File: config.mk
export PLATFORM = sky130hd
export DESIGN_NAME = iter_alu_flat
export DESIGN_NICKNAME = d
export VERILOG_FILES = /design/src/rtl/iter_alu_pkg.sv /design/src/rtl/iter_alu_if.sv /design/src/rtl/iter_alu_shift_step.sv /design/src/rtl/iter_alu.sv /design/src/flat_wrapper.sv
export SDC_FILE = /design/constraint.sdc
export NUM_CORES = 1
export LEC_CHECK = 0
export CAP_MARGIN = 20
export CORE_MARGIN = 2
export CORE_UTILIZATION = 35
export DETAILED_ROUTE_END_ITERATION = 10
export GPL_ROUTABILITY_DRIVEN = 0
export GPL_TIMING_DRIVEN = 0
export PLACE_DENSITY_LB_ADDON = 0.08
export SETUP_SLACK_MARGIN = 0.5
export SYNTH_ARGS = -nofsm -noshare
export SYNTH_HDL_FRONTEND = slang
export SYNTH_SLANG_ARGS = --single-unit
File: constraint.sdc
create_clock -name clk -period 10 [get_ports clk]
set_clock_uncertainty 0.05 [all_clocks]
set_input_delay 1 -clock clk [delete_from_list [all_inputs] [get_ports clk]]
set_output_delay 1 -clock clk [all_outputs]
set_load 0.05 [all_outputs]
File: src/rtl/iter_alu_pkg.sv
// Shared types and constants for the iterative ALU: operation encoding,
// FSM state encoding and datapath width.
package alu_pkg;

   localparam int unsigned XLEN = 32;

   typedef enum logic [3:0] {
      OP_AND = 4'b0000,
      OP_OR  = 4'b0001,
      OP_ADD = 4'b0010,
      OP_SUB = 4'b0011,
      OP_SLL = 4'b0100,
      OP_SRL = 4'b0101,
      OP_XOR = 4'b0110,
      OP_SRA = 4'b0111,
      OP_BEQ = 4'b1000,
      OP_SLT = 4'b1100
   } alu_op_e;

   typedef enum logic [1:0] {
      ST_IDLE,
      ST_SHIFT,
      ST_DONE
   } alu_state_e;

endpackage

File: src/rtl/iter_alu_if.sv
// Operand/result handshake bundle of iter_alu; the ALU is the slave side,
// the producer/consumer of operations is the master side.
interface iter_alu_if;
   import alu_pkg::*;

   logic            in_valid;
   logic            in_ready;
   logic [3:0]      Operation;
   logic [XLEN-1:0] SrcA;
   logic [XLEN-1:0] SrcB;
   logic            out_valid;
   logic            out_ready;
   logic [XLEN-1:0] ALUResult;
   logic            Zero;

   modport master (
      output in_valid, Operation, SrcA, SrcB, out_ready,
      input  in_ready, out_valid, ALUResult, Zero
   );

   modport slave (
      input  in_valid, Operation, SrcA, SrcB, out_ready,
      output in_ready, out_valid, ALUResult, Zero
   );

endinterface

File: src/rtl/iter_alu_shift_step.sv
// Single-bit shift step: left shifts insert 0, right shifts insert 0 or,
// for arithmetic shifts, a copy of the current sign bit.
module alu_shift_step
   import alu_pkg::*;
(
   input  logic [XLEN-1:0] i_data,
   input  logic            i_left,
   input  logic            i_arith,
   output logic [XLEN-1:0] o_data
);

   always_comb begin
      if (i_left) begin
         o_data = {i_data[XLEN-2:0], 1'b0};
      end else begin
         o_data = {i_arith & i_data[XLEN-1], i_data[XLEN-1:1]};
      end
   end

endmodule

File: src/rtl/iter_alu.sv
// Iterative 32-bit ALU with valid/ready handshakes on both sides.
// Define ITER_ALU_FAST_SHIFT_EN to complete shifts in one cycle (barrel shifter).
module iter_alu
   import alu_pkg::*;
(
   input  logic      clk,
   input  logic      reset,
   iter_alu_if.slave bus
);

`ifdef ITER_ALU_FAST_SHIFT_EN
   localparam logic ITERATIVE = 1'b0;
`else
   localparam logic ITERATIVE = 1'b1;
`endif

   alu_state_e      r_state, w_state_nxt;
   logic [XLEN-1:0] r_work, w_work_nxt;
   logic [4:0]      r_cnt, w_cnt_nxt;
   logic [3:0]      r_op, w_op_nxt;
   logic [XLEN-1:0] r_result, w_result_nxt;
   logic            r_zero, w_zero_nxt;

   logic [4:0]      w_shamt;
   logic            w_is_shift;
   logic [XLEN-1:0] w_alu;
   logic [XLEN-1:0] w_step_in, w_step_out;
   logic [3:0]      w_step_op;

   assign w_shamt    = bus.SrcB[4:0];
   assign w_is_shift = (bus.Operation == OP_SLL) || (bus.Operation == OP_SRL) ||
                       (bus.Operation == OP_SRA);

   always_comb begin
      w_alu = '0;
      case (bus.Operation)
         OP_AND: w_alu = bus.SrcA & bus.SrcB;
         OP_OR:  w_alu = bus.SrcA | bus.SrcB;
         OP_XOR: w_alu = bus.SrcA ^ bus.SrcB;
         OP_ADD: w_alu = bus.SrcA + bus.SrcB;
         OP_SUB,
         OP_BEQ: w_alu = bus.SrcA - bus.SrcB;
         OP_SLT: w_alu = {{(XLEN-1){1'b0}}, $signed(bus.SrcA) < $signed(bus.SrcB)};
`ifdef ITER_ALU_FAST_SHIFT_EN
         OP_SLL: w_alu = bus.SrcA << w_shamt;
         OP_SRL: w_alu = bus.SrcA >> w_shamt;
         OP_SRA: w_alu = $unsigned($signed(bus.SrcA) >>> w_shamt);
`else
         // iterative build: only shamt==0 shifts complete here
         OP_SLL, OP_SRL, OP_SRA: w_alu = bus.SrcA;
`endif
         default: w_alu = '0;
      endcase
   end

   // The first step runs in the accept cycle, so N steps end N cycles after accept
   assign w_step_in = (r_state == ST_IDLE) ? bus.SrcA : r_work;
   assign w_step_op = (r_state == ST_IDLE) ? bus.Operation : r_op;

   alu_shift_step u_step (
      .i_data  (w_step_in),
      .i_left  (w_step_op == OP_SLL),
      .i_arith (w_step_op == OP_SRA),
      .o_data  (w_step_out)
   );

   always_comb begin
      w_state_nxt  = r_state;
      w_work_nxt   = r_work;
      w_cnt_nxt    = r_cnt;
      w_op_nxt     = r_op;
      w_result_nxt = r_result;
      w_zero_nxt   = r_zero;
      case (r_state)
         ST_IDLE: begin
            if (bus.in_valid) begin
               w_op_nxt = bus.Operation;
               if (ITERATIVE && w_is_shift && (w_shamt != 5'd0)) begin
                  if (w_shamt == 5'd1) begin
                     w_result_nxt = w_step_out;
                     w_zero_nxt   = (w_step_out == '0);
                     w_state_nxt  = ST_DONE;
                  end else begin
                     w_work_nxt  = w_step_out;
                     w_cnt_nxt   = w_shamt - 5'd1;
                     w_state_nxt = ST_SHIFT;
                  end
               end else begin
                  w_result_nxt = w_alu;
                  w_zero_nxt   = (w_alu == '0);
                  w_state_nxt  = ST_DONE;
               end
            end
         end
         ST_SHIFT: begin
            w_work_nxt = w_step_out;
            w_cnt_nxt  = r_cnt - 5'd1;
            if (r_cnt == 5'd1) begin
               w_result_nxt = w_step_out;
               w_zero_nxt   = (w_step_out == '0);
               w_state_nxt  = ST_DONE;
            end
         end
         ST_DONE: begin
            if (bus.out_ready) begin
               w_state_nxt = ST_IDLE;
            end
         end
         default: w_state_nxt = ST_IDLE;
      endcase
   end

   always_ff @(posedge clk) begin
      if (reset) begin
         r_state  <= ST_IDLE;
         r_work   <= '0;
         r_cnt    <= '0;
         r_op     <= '0;
         r_result <= '0;
         r_zero   <= 1'b0;
      end else begin
         r_state  <= w_state_nxt;
         r_work   <= w_work_nxt;
         r_cnt    <= w_cnt_nxt;
         r_op     <= w_op_nxt;
         r_result <= w_result_nxt;
         r_zero   <= w_zero_nxt;
      end
   end

   assign bus.in_ready  = (r_state == ST_IDLE);
   assign bus.out_valid = (r_state == ST_DONE);
   assign bus.ALUResult = r_result;
   assign bus.Zero      = r_zero;

endmodule

File: src/flat_wrapper.sv
// flat-port wrapper written by rule: the top's interface ports become plain ports
module iter_alu_flat import alu_pkg::*;
  (clk, reset, bus_in_valid, bus_Operation, bus_SrcA, bus_SrcB, bus_out_ready, bus_in_ready, bus_out_valid, bus_ALUResult, bus_Zero);
  iter_alu_if bus_i ();
  input  logic clk;
  input  logic reset;
  input wire logic [$bits(bus_i.in_valid)-1:0] bus_in_valid;
  input wire logic [$bits(bus_i.Operation)-1:0] bus_Operation;
  input wire logic [$bits(bus_i.SrcA)-1:0] bus_SrcA;
  input wire logic [$bits(bus_i.SrcB)-1:0] bus_SrcB;
  input wire logic [$bits(bus_i.out_ready)-1:0] bus_out_ready;
  output wire logic [$bits(bus_i.in_ready)-1:0] bus_in_ready;
  output wire logic [$bits(bus_i.out_valid)-1:0] bus_out_valid;
  output wire logic [$bits(bus_i.ALUResult)-1:0] bus_ALUResult;
  output wire logic [$bits(bus_i.Zero)-1:0] bus_Zero;
  assign bus_i.in_valid = bus_in_valid;
  assign bus_i.Operation = bus_Operation;
  assign bus_i.SrcA = bus_SrcA;
  assign bus_i.SrcB = bus_SrcB;
  assign bus_i.out_ready = bus_out_ready;
  assign bus_in_ready = bus_i.in_ready;
  assign bus_out_valid = bus_i.out_valid;
  assign bus_ALUResult = bus_i.ALUResult;
  assign bus_Zero = bus_i.Zero;
  iter_alu u_core (.clk(clk), .reset(reset), .bus(bus_i));
endmodule
* After elaboration in Yosys (flattened, before gate mapping)
Cells that the tools add are included.
Word-level totals: register bits after elaboration 76, bits of input ports 72, output and inout bits 35, logic and storage cells 79
Cells by class: $add $sub $neg 4, magnitude comparators 1, eq/ne operators 21, multiplexer cells 28, bitwise gates (word level) 4, reductions and logical operators 15
Operator list (number):
- $mux W32 | 9
- $pmux W32 S7 | 1
- $pmux W32 S2 | 2
- $logic_not A32 Y1 | 2
- $add A32 B32 Y32 | 1
- $and A32 B32 Y32 | 1
- $lt A32 B32 Y1 | 1
- $or A32 B32 Y32 | 1
- $sub A32 B32 Y32 | 1
- $xor A32 B32 Y32 | 1
- $eq A4 B3 Y1 const B | 6
- $mux W5 | 3
- $eq A5 B1 Y1 const B | 2
- $mux W2 | 5
- $pmux W5 S2 | 1
- $sub A5 B1 Y5 const B | 2
- $eq A4 B2 Y1 const B | 2
- $eq A4 B4 Y1 const B | 2
- $reduce_and A4 Y1 | 2
- $ne A2 B2 Y1 const B | 3
- $pmux W2 S3 | 1
- $reduce_bool A5 Y1 | 1
- $eq A4 B1 Y1 const B | 1
- $logic_not A4 Y1 | 1
- other kinds (16) | 21

* Depth between registers and ports, before layout
Gate-level depths: netlist of the first run.
depth after elaboration 10, depth in mapped cells 16, mapped depth without buffers 15

* Modules after synthesis
From an unflattened synthesis of the first run, not the netlist that was laid out.
Unflattened totals: cell total of the unflattened synthesis 1451, area, all modules 10396.2 µm²
Modules (own cells, without submodules):
- iter_alu | instances 1, cells an instance 1413, area an instance 9872.0 µm², sequential area each 1521.5 µm²
- alu_shift_step | instances 1, cells an instance 38, area an instance 524.3 µm², sequential area each 0.0 µm²

* Worst setup path after synthesis of the first run
OpenSTA, ideal clock, no wires.
path kind in2reg, from input bus_SrcB[1], to register u_core.r_zero (netlist: u_core.bus.Zero), library setup time 0.096 ns, data arrival time 4.381 ns, required time 9.854 ns, path slack 5.473 ns, stages on the path 13, buffers on the path 0, path through inv_1 ha_1 o21ba_2 or4_4 a211oi_4 nor2_2 o21a_1 a221o_1 a211oi_2 nand4_1 or4_1 or4_1 o41ai_2
On the way: word-level cells in the longest chain between the ends 6, elaborated cells on any way between the ends 16, classes of those cells 2 x add/sub; 1 x order compare; 2 x eq/ne; 4 x mux; 3 x bitwise; 4 x reduce/logical
Ends and longest elaborated chain:
- from (decl) | RTL line flat_wrapper.sv:10 | input wire logic [$bits(bus_i.SrcB)-1:0] bus_SrcB;
- $sub A32 B32 Y32 (tied with other cells) | RTL line iter_alu.sv:42 | OP_BEQ: w_alu = bus.SrcA - bus.SrcB;
- $pmux W32 S7 | RTL line iter_alu.sv:36 | case (bus.Operation)
- $logic_not A32 Y1 | RTL line iter_alu.sv:90 | w_zero_nxt = (w_alu == '0);
- $mux W1 | RTL line iter_alu.sv:78 | if (ITERATIVE && w_is_shift && (w_shamt != 5'd0)) begin
- $mux W1 | RTL line iter_alu.sv:76 | if (bus.in_valid) begin
- $pmux W1 S2 | RTL line iter_alu.sv:74 | case (r_state)
- to (signal assigned) | RTL line iter_alu.sv:127 | r_zero <= w_zero_nxt;
- to (decl) | RTL line iter_alu.sv:22 | logic r_zero, w_zero_nxt;
Parallel ways exist; a longest one is shown, timed or not. The select of a mux whose other input is x is not followed. A chain may end at the register's enable or synchronous reset.

* Worst setup path in the final report of the first run
from input bus_SrcA[15], to register u_core.r_zero (netlist: u_core.bus.Zero)
On the way: word-level cells in the longest chain between the ends 7, elaborated cells on any way between the ends 16, classes of those cells 2 x add/sub; 1 x order compare; 8 x mux; 3 x bitwise; 2 x reduce/logical
Ends and longest elaborated chain:
- from (decl) | RTL line flat_wrapper.sv:9 | input wire logic [$bits(bus_i.SrcA)-1:0] bus_SrcA;
- parallel branches: the longest is 6 deep, another holds $sub A32 B32 Y32
- $pmux W1 S2 (*) | RTL line iter_alu.sv:74
Every way passes the cells marked *. The select of a mux whose other input is x is not followed.

==> results by group, run 1 <==
Synth
  – Synth area leader: sky130_fd_sc_hd__dfxtp_1
  – Nets in the synthesized netlist: 1608
  – Area share of the leading cell type in the synthesized netlist: 0.149
  – Synth Area per Inst: 7.17 um2
  – Commonest register cell after synthesis: sky130_fd_sc_hd__dfxtp_1
  – Number of instances in the synthesized netlist: 1422
  – Flip-flop and latch count after synthesis: 76
  – Cell variety after synth: 85
  – Register area share after synthesis: 0.149
  – Synthesis warning total: 0
  – Post-synthesis instance area: 10200 um2
  – Largest cells by area after synthesis: sky130_fd_sc_hd__dfxtp_1, sky130_fd_sc_hd__ha_1, sky130_fd_sc_hd__a21oi_1
  – Proportion of synthesized flip-flops having asynchronous set or reset: 0
  – Count of flip-flops with a built-in enable after synthesis: 0

Timing
  – Total negative setup slack: 0 ns
  – Final Hold Fails: 0
  – Max-slew headroom: 0.170
  – Final Worst Setup Slack: 3.82 ns
  – RSZ-0062 raised after global routing: no
  – Number of slew-limit violations in the final report: 0
  – Period minus WS final: 6.18 ns
  – Maximum frequency from static timing analysis: 162 MHz
  – Tightest Pin Transition: 1.21 ns
  – Period utilization: 0.618
  – Number of setup violations in the final report: 0

Setup path
  – Worst setup path class: in2reg
  – Setup crit end kind: flip-flop
  – Worst-path fanout max: 10
  – Critical Path Stages: 14
  – Beginning of the worst register-to-register path: u_core.r_state[0]$_SDFFE_PP0P_
  – Slowest Stage Delay on Critical Path: 1.03 ns
  – Critical path buffers and inverters: 3
  – Worst Path Arrival: 6.36 ns
  – Required arrival time at the worst endpoint: 10.19 ns
  – Setup slack of the worst register-to-register path: 5.31 ns
  – FF-to-FF path depth: 14
  – Sort of element at the start of the critical path: primary input
  – Capture point of the worst reg-to-reg path: u_core.bus.Zero$_SDFFE_PP0P_
  – Cell class contributing the biggest share of worst-path delay: simple AND/OR/NAND/NOR gates
  – Sequence of cells on the critical path: clkdlybuf4s50_1 -> inv_1 -> ha_1 -> clkbuf_1 -> a21oi_1 -> o31ai_1 -> a2111oi_0 -> nand3_1 -> nand3_1 -> nor3_1 -> nor3_1 -> nand4_1 -> or4_1 -> o41ai_2
  – Max stage delay cell, worst path: sky130_fd_sc_hd__a2111oi_0

Route
  – Detailed-routed wire length on met3: 3320 um
  – Highest routed layer: met4
  – Initial DRT Pass Iterations: 7
  – Wirelength per Cell: 22.9 um
  – Final antenna-violating net count: 0
  – WL met1: 19600 um
  – Number of design-rule violations left by the first detailed-router iteration: 1229
  – Vias per cell: 6.06
  – Wire length after detailed routing: 44100 um
  – Routed via count: 11700
  – Wire length on met2: 19100 um
  – DRC: 0

Final layout
  – Fillers: 3067
  – # diodes: 0
  – P&R area growth vs syn: 18.0%
  – Share of final-layout standard cells stronger than drive strength 1: 0.0577
  – Net total in the final layout: 1723
  – Most frequent cells in the layout: sky130_fd_sc_hd__nand2_1, sky130_fd_sc_hd__a21oi_1, sky130_fd_sc_hd__nor2_1
  – Most common cell after layout, fill and taps aside: sky130_fd_sc_hd__nand2_1

Power and ir drop
  – Net switching power: 597 uW
  – Leakage component of the power: 0.00470 uW
  – Fraction of power spent switching nets: 0.439
  – Share of power burned in the clock network: 0.255
  – Logic gate share of total power: 0.496
  – Power share of the sequential group: 0.249
  – Maximum ir drop on the vdd rail: 93.4 uV
  – Power per cell area: 113 nW/um2
  – Total internal power: 763 uW

CTS
  – Cts repair resizes: 0
  – CTS sink count: 76
  – Largest buffer count on any clock path: 2
  – Number of post-CTS setup repair buffers: 0
  – Worst-Skew Late Latency: 0.35 ns
  – CTS buffer count: 9
  – Clock transition at the registers of the reported paths: 0.06 ns
  – Root Buffer: sky130_fd_sc_hd__clkbuf_16
  – H-Tree Level Count: 3
  – Quantity of hold-fixing buffers added after cts: 0
  – CTS tree: yes

Floorplanning
  – I/O pin cnt: 107
  – Die X-Extent: 175 um
  – Initial standard-cell utilization of the core: 0.355
  – Num rows: 62
  – Die Height: 175 um
  – Standard cell core area: 28700 um2
  – Floorplan die area: 30500 um2

Place
  – Worst slack, placed: 3.75 ns
  – HPWL after DPL: 35800 um
  – Number of I/O port buffers: 104

GRT
  – Maximum number of pins on one net before global-route repair: 15
  – GRT Residual Overflow: 0
  – Global-route wire length before repair: 67500 um
  – Tot GR Track Use: 0.285
  – Number of antenna violations at the first check in global routing: 0
  – Number of global-route vias before repair: 11100

Worst hold path
  – Path type of the worst min-delay path: reg2reg
  – Worst hold path endpoint: u_core.bus.ALUResult[9]$_SDFFE_PP0P_
  – Worst hold path depth: 2
  – Hold wc startpoint: u_core.bus.ALUResult[9]$_SDFFE_PP0P_

Outcome
  – Status: complete, no violations

Run
  – Max Cap Violations: 0
==> through the flow <==
stage | std cells | power, uW | hold slack [ns] | cell area, um2 | utilization
after floorplan | 1422 | 774 | 0.382 | 10200 | -
after global placement | 1910 | 1000 | 0.389 | 11700 | 0.408
after detailed placement | 1910 | 1010 | 0.396 | 11700 | 0.408
after CTS | 1926 | 1350 | 0.405 | 12000 | 0.419
after global routing | 1926 | 1430 | 0.418 | 12000 | 0.419
final | 1926 | 1360 | 0.403 | 12000 | 0.419
==> power groups by stage <==
stage | sequential (uW) | combinational (uW) | clock, uW
final | 339 | 675 | 347
after global routing | 341 | 729 | 361
after CTS | 339 | 664 | 349
after detailed placement | 345 | 661 | 0
after global placement | 345 | 658 | 0
after floorplan | 387 | 387 | 0
==> cells in the mapped netlist (all sizes together) (5+ instances only) <==
library cell and number:
nand4 15, o211ai 29, o211a 6, a31oi 14, nor2 129, nor2b 17, nand3 35, dfxtp 76
ha 112, buf 18, or4 8, a221oi 14, inv 107, nor3 31, or2 6, mux4 30
a22oi 25, and2 11, a311oi 7, a21o 21, o31ai 16, nand2 164, o221ai 10, a21oi 160
and3 6, o21a 15, o21ai 76, a2111oi 5, or3 14, nand2b 11, nor4 17, a221o 9
a211oi 30, xnor2 10, o22ai 6, a22o 7, clkbuf 87, mux2i 7
==> per-layer routing <==
layer  vias to the layer above  global-route usage
met4                         0               0.113
li1                       5422                   -
met3                        86              0.0324
met1                      5625               0.402
met2                       535               0.444
met5                         -                   0
==> tightest hold or removal path, stage by stage (launching register included) <==
cell	delay, ns
sky130_fd_sc_hd__dfxtp_1	0.31
sky130_fd_sc_hd__nand2_1	0.05
sky130_fd_sc_hd__a21oi_1	0.05
==> cell type report <==
| cell class | count | area [um2] | share of cell area |
|---|---|---|---|
| Clock buffer | 10 | 239 | 0.0199 |
| Timing Repair Buffer | 104 | 1040 | 0.0865 |
| Multi-Input combinational cell | 1134 | 7850 | 0.652 |
| Buffer | 105 | 428 | 0.0356 |
| Tap cell | 384 | 480 | 0.0399 |
| Sequential cell | 76 | 1520 | 0.126 |
| Inverter | 107 | 402 | 0.0334 |
| Clock inverter | 6 | 71.3 | 0.00593 |
==> cells by family (layout without fill, tap and decap cells) <==
family                   count (synthesis)  in the layout  share of synthesized area
flip-flops                              76             76                      0.149
AND/OR/NAND/NOR                        478            478                      0.221
buffers and inverters                  212            332                     0.0813
AO/OA/AOI/OAI                          490            490                      0.320
multiplexers                            41             41                     0.0775
XOR/XNOR                                11             11                    0.00945
adder cells (fa/ha/maj)                114            114                      0.141
==> how the worst max path moves through the flow <==
stage,start,end,slack [ns]
after floorplan,bus_SrcB[1],u_core.bus.Zero$_SDFFE_PP0P_,5.47
after global placement,bus_Operation[3],u_core.bus.ALUResult[3]$_SDFFE_PP0P_,3.48
after detailed placement,bus_SrcA[15],u_core.bus.Zero$_SDFFE_PP0P_,3.75
after CTS,bus_SrcA[15],u_core.bus.Zero$_SDFFE_PP0P_,4.06
after global routing,bus_SrcA[15],u_core.bus.Zero$_SDFFE_PP0P_,3.82
final,bus_SrcA[15],u_core.bus.Zero$_SDFFE_PP0P_,3.82
==> sequential cells by signal, summed over array words and instances, names as in the netlist <==
register              flops
u_core.bus.ALUResult     32
u_core.r_work            32
u_core.r_cnt              5
u_core.r_op               4
u_core.r_state            2
u_core.bus.Zero           1
(Power assumes the default switching activity.)
==> inputs of run 2 (changes only) <==
==> constraint.sdc (replaced) <==
create_clock -name clk -period 6.05 [get_ports clk]
set_clock_uncertainty 0.05 [all_clocks]
set_input_delay 0.605 -clock clk [delete_from_list [all_inputs] [get_ports clk]]
set_output_delay 0.605 -clock clk [all_outputs]
set_load 0.05 [all_outputs]
==> run 2 against run 1 <==
  * Power up 66%
  * Sequential share of layout area about the same
  * Non-clock buffer count unchanged
  * Register-to-register slack worse by 3.9 ns
  * Design area up 0.30%
  * Largest cell class unchanged
  * Die area unchanged
==> results by group, run 2 (synthesis gave the netlist of run 1 again) <==
Place
  – Placed cell count: 1910 (unchanged)
  – Number of I/O port buffers: 104 (unchanged)
  – HPWL after DPL: 35800 um (unchanged)
  – Instance area at placement: 11700 um2 (unchanged)

Floorplanning
  – Initial standard-cell utilization of the core: 0.355 (unchanged)
  – Num rows: 62 (unchanged)
  – Die Height: 175 um (unchanged)
  – Die X-Extent: 175 um (unchanged)
  – Standard cell core area: 28700 um2 (unchanged)
  – I/O pin cnt: 107 (unchanged)
  – Floorplan die area: 30500 um2 (unchanged)

Setup path
  – Cell class contributing the biggest share of worst-path delay: buffers and inverters
  – Setup crit end kind: flip-flop
  – Slowest Stage Delay on Critical Path: 0.89 ns (-0.14 ns)
  – Required arrival time at the worst endpoint: 6.25 ns (-3.94 ns)
  – Sort of element at the start of the critical path: primary input
  – Critical path buffers and inverters: 6 (+3)
  – Worst Path Arrival: 5.60 ns (-0.76 ns)
  – Cell seen most often among critical-path stages: sky130_fd_sc_hd__clkbuf_1
  – Max stage delay cell, worst path: sky130_fd_sc_hd__nor3_2
  – Sequence of cells on the critical path: clkdlybuf4s50_1 -> clkbuf_1 -> nor3_2 -> clkbuf_1 -> clkbuf_1 -> o21ai_0 -> nand2_1 -> clkbuf_1 -> clkbuf_1 -> nand2_1 -> a311oi_1
  – Worst-path fanout max: 10 (unchanged)
  – Worst setup path class: in2reg

Timing
  – Final Hold Fails: 0 (unchanged)
  – Maximum frequency from static timing analysis: 185 MHz
  – Period minus WS final: 5.39 ns
  – Number of slew-limit violations in the final report: 0 (unchanged)
  – Period utilization: 0.891
  – Max-slew headroom: 0.330 (+0.161)
  – Number of setup violations in the final report: 0 (unchanged)
  – Tightest Pin Transition: 1.00 ns (-0.212 ns)
  – RSZ-0062 raised after global routing: no
  – Total negative setup slack: 0 ns (unchanged)

CTS
  – CTS buffer count: 9 (unchanged)
  – CTS sink count: 76 (unchanged)
  – Root Buffer: sky130_fd_sc_hd__clkbuf_16
  – CTS tree: yes
  – Largest buffer count on any clock path: 2 (unchanged)
  – Worst-Skew Late Latency: 0.35 ns (about the same)
  – Quantity of hold-fixing buffers added after cts: 0 (unchanged)
  – H-Tree Level Count: 3 (unchanged)
  – Clock transition at the registers of the reported paths: 0.07 ns (about the same)

GRT
  – GRT met1 Usage: 0.402 (unchanged)
  – Tot GR Track Use: 0.285 (unchanged)
  – Number of antenna violations at the first check in global routing: 0 (unchanged)
  – GRT Residual Overflow: 0 (unchanged)
  – Met3 Resource Use GR: 0.0324 (unchanged)
  – Global-route wire length before repair: 67500 um (unchanged)
  – Number of global-route vias before repair: 11100 (unchanged)
  – Met2 global-route usage: 0.444 (unchanged)
  – Maximum number of pins on one net before global-route repair: 15 (unchanged)
  – Global-route layer with the greatest usage: met2

Final layout
  – Final cell count without fillers: 1926 (unchanged)
  – # diodes: 0 (unchanged)
  – Final Cell Area: 12100 um2 (+0.30%)
  – Net total in the final layout: 1723 (unchanged)
  – Most common cell after layout, fill and taps aside: sky130_fd_sc_hd__nand2_1
  – Fillers: 3072 (+0.16%)
  – Final core area utilization: 0.421 (+0.00126)
  – P&R area growth vs syn: 18.4%
  – Most frequent cells in the layout: sky130_fd_sc_hd__nand2_1, sky130_fd_sc_hd__a21oi_1, sky130_fd_sc_hd__nor2_1
  – Share of final-layout standard cells stronger than drive strength 1: 0.0616 (+0.00389)

Route
  – Wirelength per Cell: 23.0 um (+0.52%)
  – Routed via count: 11700 (-0.026%)
  – DRC: 0 (unchanged)
  – Initial DRT Pass Iterations: 6 (-1)
  – Wire length after detailed routing: 44300 um (+0.52%)
  – Number of design-rule violations left by the first detailed-router iteration: 1246 (+1.4%)
  – Vias per cell: 6.06 (about the same)
  – Final antenna-violating net count: 0 (unchanged)

Run
  – Max Cap Violations: 0 (unchanged)

Power and ir drop
  – Maximum ir drop on the vdd rail: 155 uV (+66%)
  – Power per cell area: 187 nW/um2 (+66%)
  – Leakage component of the power: 0.00471 uW (+0.17%)

Outcome
  – Status: complete, no violations

Worst hold path
  – Path type of the worst min-delay path: reg2reg
-- run 2: final timing paths --
path	startpoint	slack, ns	cells after the start	end
max	bus_Operation[3]	0.66	11	u_core.bus.ALUResult[25]$_SDFFE_PP0P_
min	u_core.bus.ALUResult[9]$_SDFFE_PP0P_	0.40	2	u_core.bus.ALUResult[9]$_SDFFE_PP0P_
max reg2reg	u_core.r_state[0]$_SDFFE_PP0P_	1.38	14	u_core.bus.Zero$_SDFFE_PP0P_
min reg2reg	u_core.bus.ALUResult[9]$_SDFFE_PP0P_	0.40	2	u_core.bus.ALUResult[9]$_SDFFE_PP0P_
-- run 2: metal layers --
layer | up-vias | share of wire
met5 | - | 0
met4 | 0 | 0.044
met3 | 90 | 0.071
met2 | 513 | 0.43
met1 | 5631 | 0.45
li1 | 5431 | -
-- run 2: power by group --
part / total (uW) / internal (uW) / leakage [uW] / switching (uW)
clock network: 577 / 335 / 0.000146 / 242
registers: 559 / 537 / 0.000620 / 22.4
logic: 1120 / 392 / 0.00394 / 730
total: 2260 / 1260 / 0.00471 / 995
-- run 2: cell type report --
type                    count  area [um2]  area share
multi-input cells        1134        7890       0.653
flip-flops and latches     76        1520       0.126
clock buffers              10         239      0.0198
well taps                 384         480      0.0398
plain buffers             105         428      0.0355
repair buffers            104        1040      0.0862
inverters                 107         402      0.0333
clock inverters             6        71.3     0.00591
-- run 2: worst reg2reg max path, stage by stage (launching register included) --
cell and delay, ns:
sky130_fd_sc_hd__dfxtp_1 0.31, sky130_fd_sc_hd__clkbuf_1 0.40, sky130_fd_sc_hd__nor2_1 0.27, sky130_fd_sc_hd__or3b_2 0.50, sky130_fd_sc_hd__o41ai_1 0.11, sky130_fd_sc_hd__and2_0 0.19
sky130_fd_sc_hd__clkbuf_1 0.23, sky130_fd_sc_hd__clkbuf_1 0.59, sky130_fd_sc_hd__buf_2 0.44, sky130_fd_sc_hd__mux4_2 0.39, sky130_fd_sc_hd__nor4_1 0.37, sky130_fd_sc_hd__nand4_1 0.29
sky130_fd_sc_hd__o31ai_1 0.26, sky130_fd_sc_hd__nand2_1 0.10, sky130_fd_sc_hd__o41ai_2 0.06
-- run 2: stage by stage --
| step | total power (uW) | setup slack, ns | hold WS, ns |
|---|---|---|---|
| final | 2260 | 0.657 | 0.404 |
| after global routing | 2370 | 0.507 | 0.418 |
| after CTS | 2230 | 0.504 | 0.405 |
| after detailed placement | 1660 | 0.198 | 0.396 |
| after global placement | 1660 | -0.0715 | 0.389 |
| after floorplan | 1280 | 1.92 | 0.382 |
-- run 2: what timing repair did --
action | 4_1_cts | 5_1_grt
setup endpoints to repair | 0 | 1
gates resized for setup | 0 | 8
buffers inserted | 0 | 0
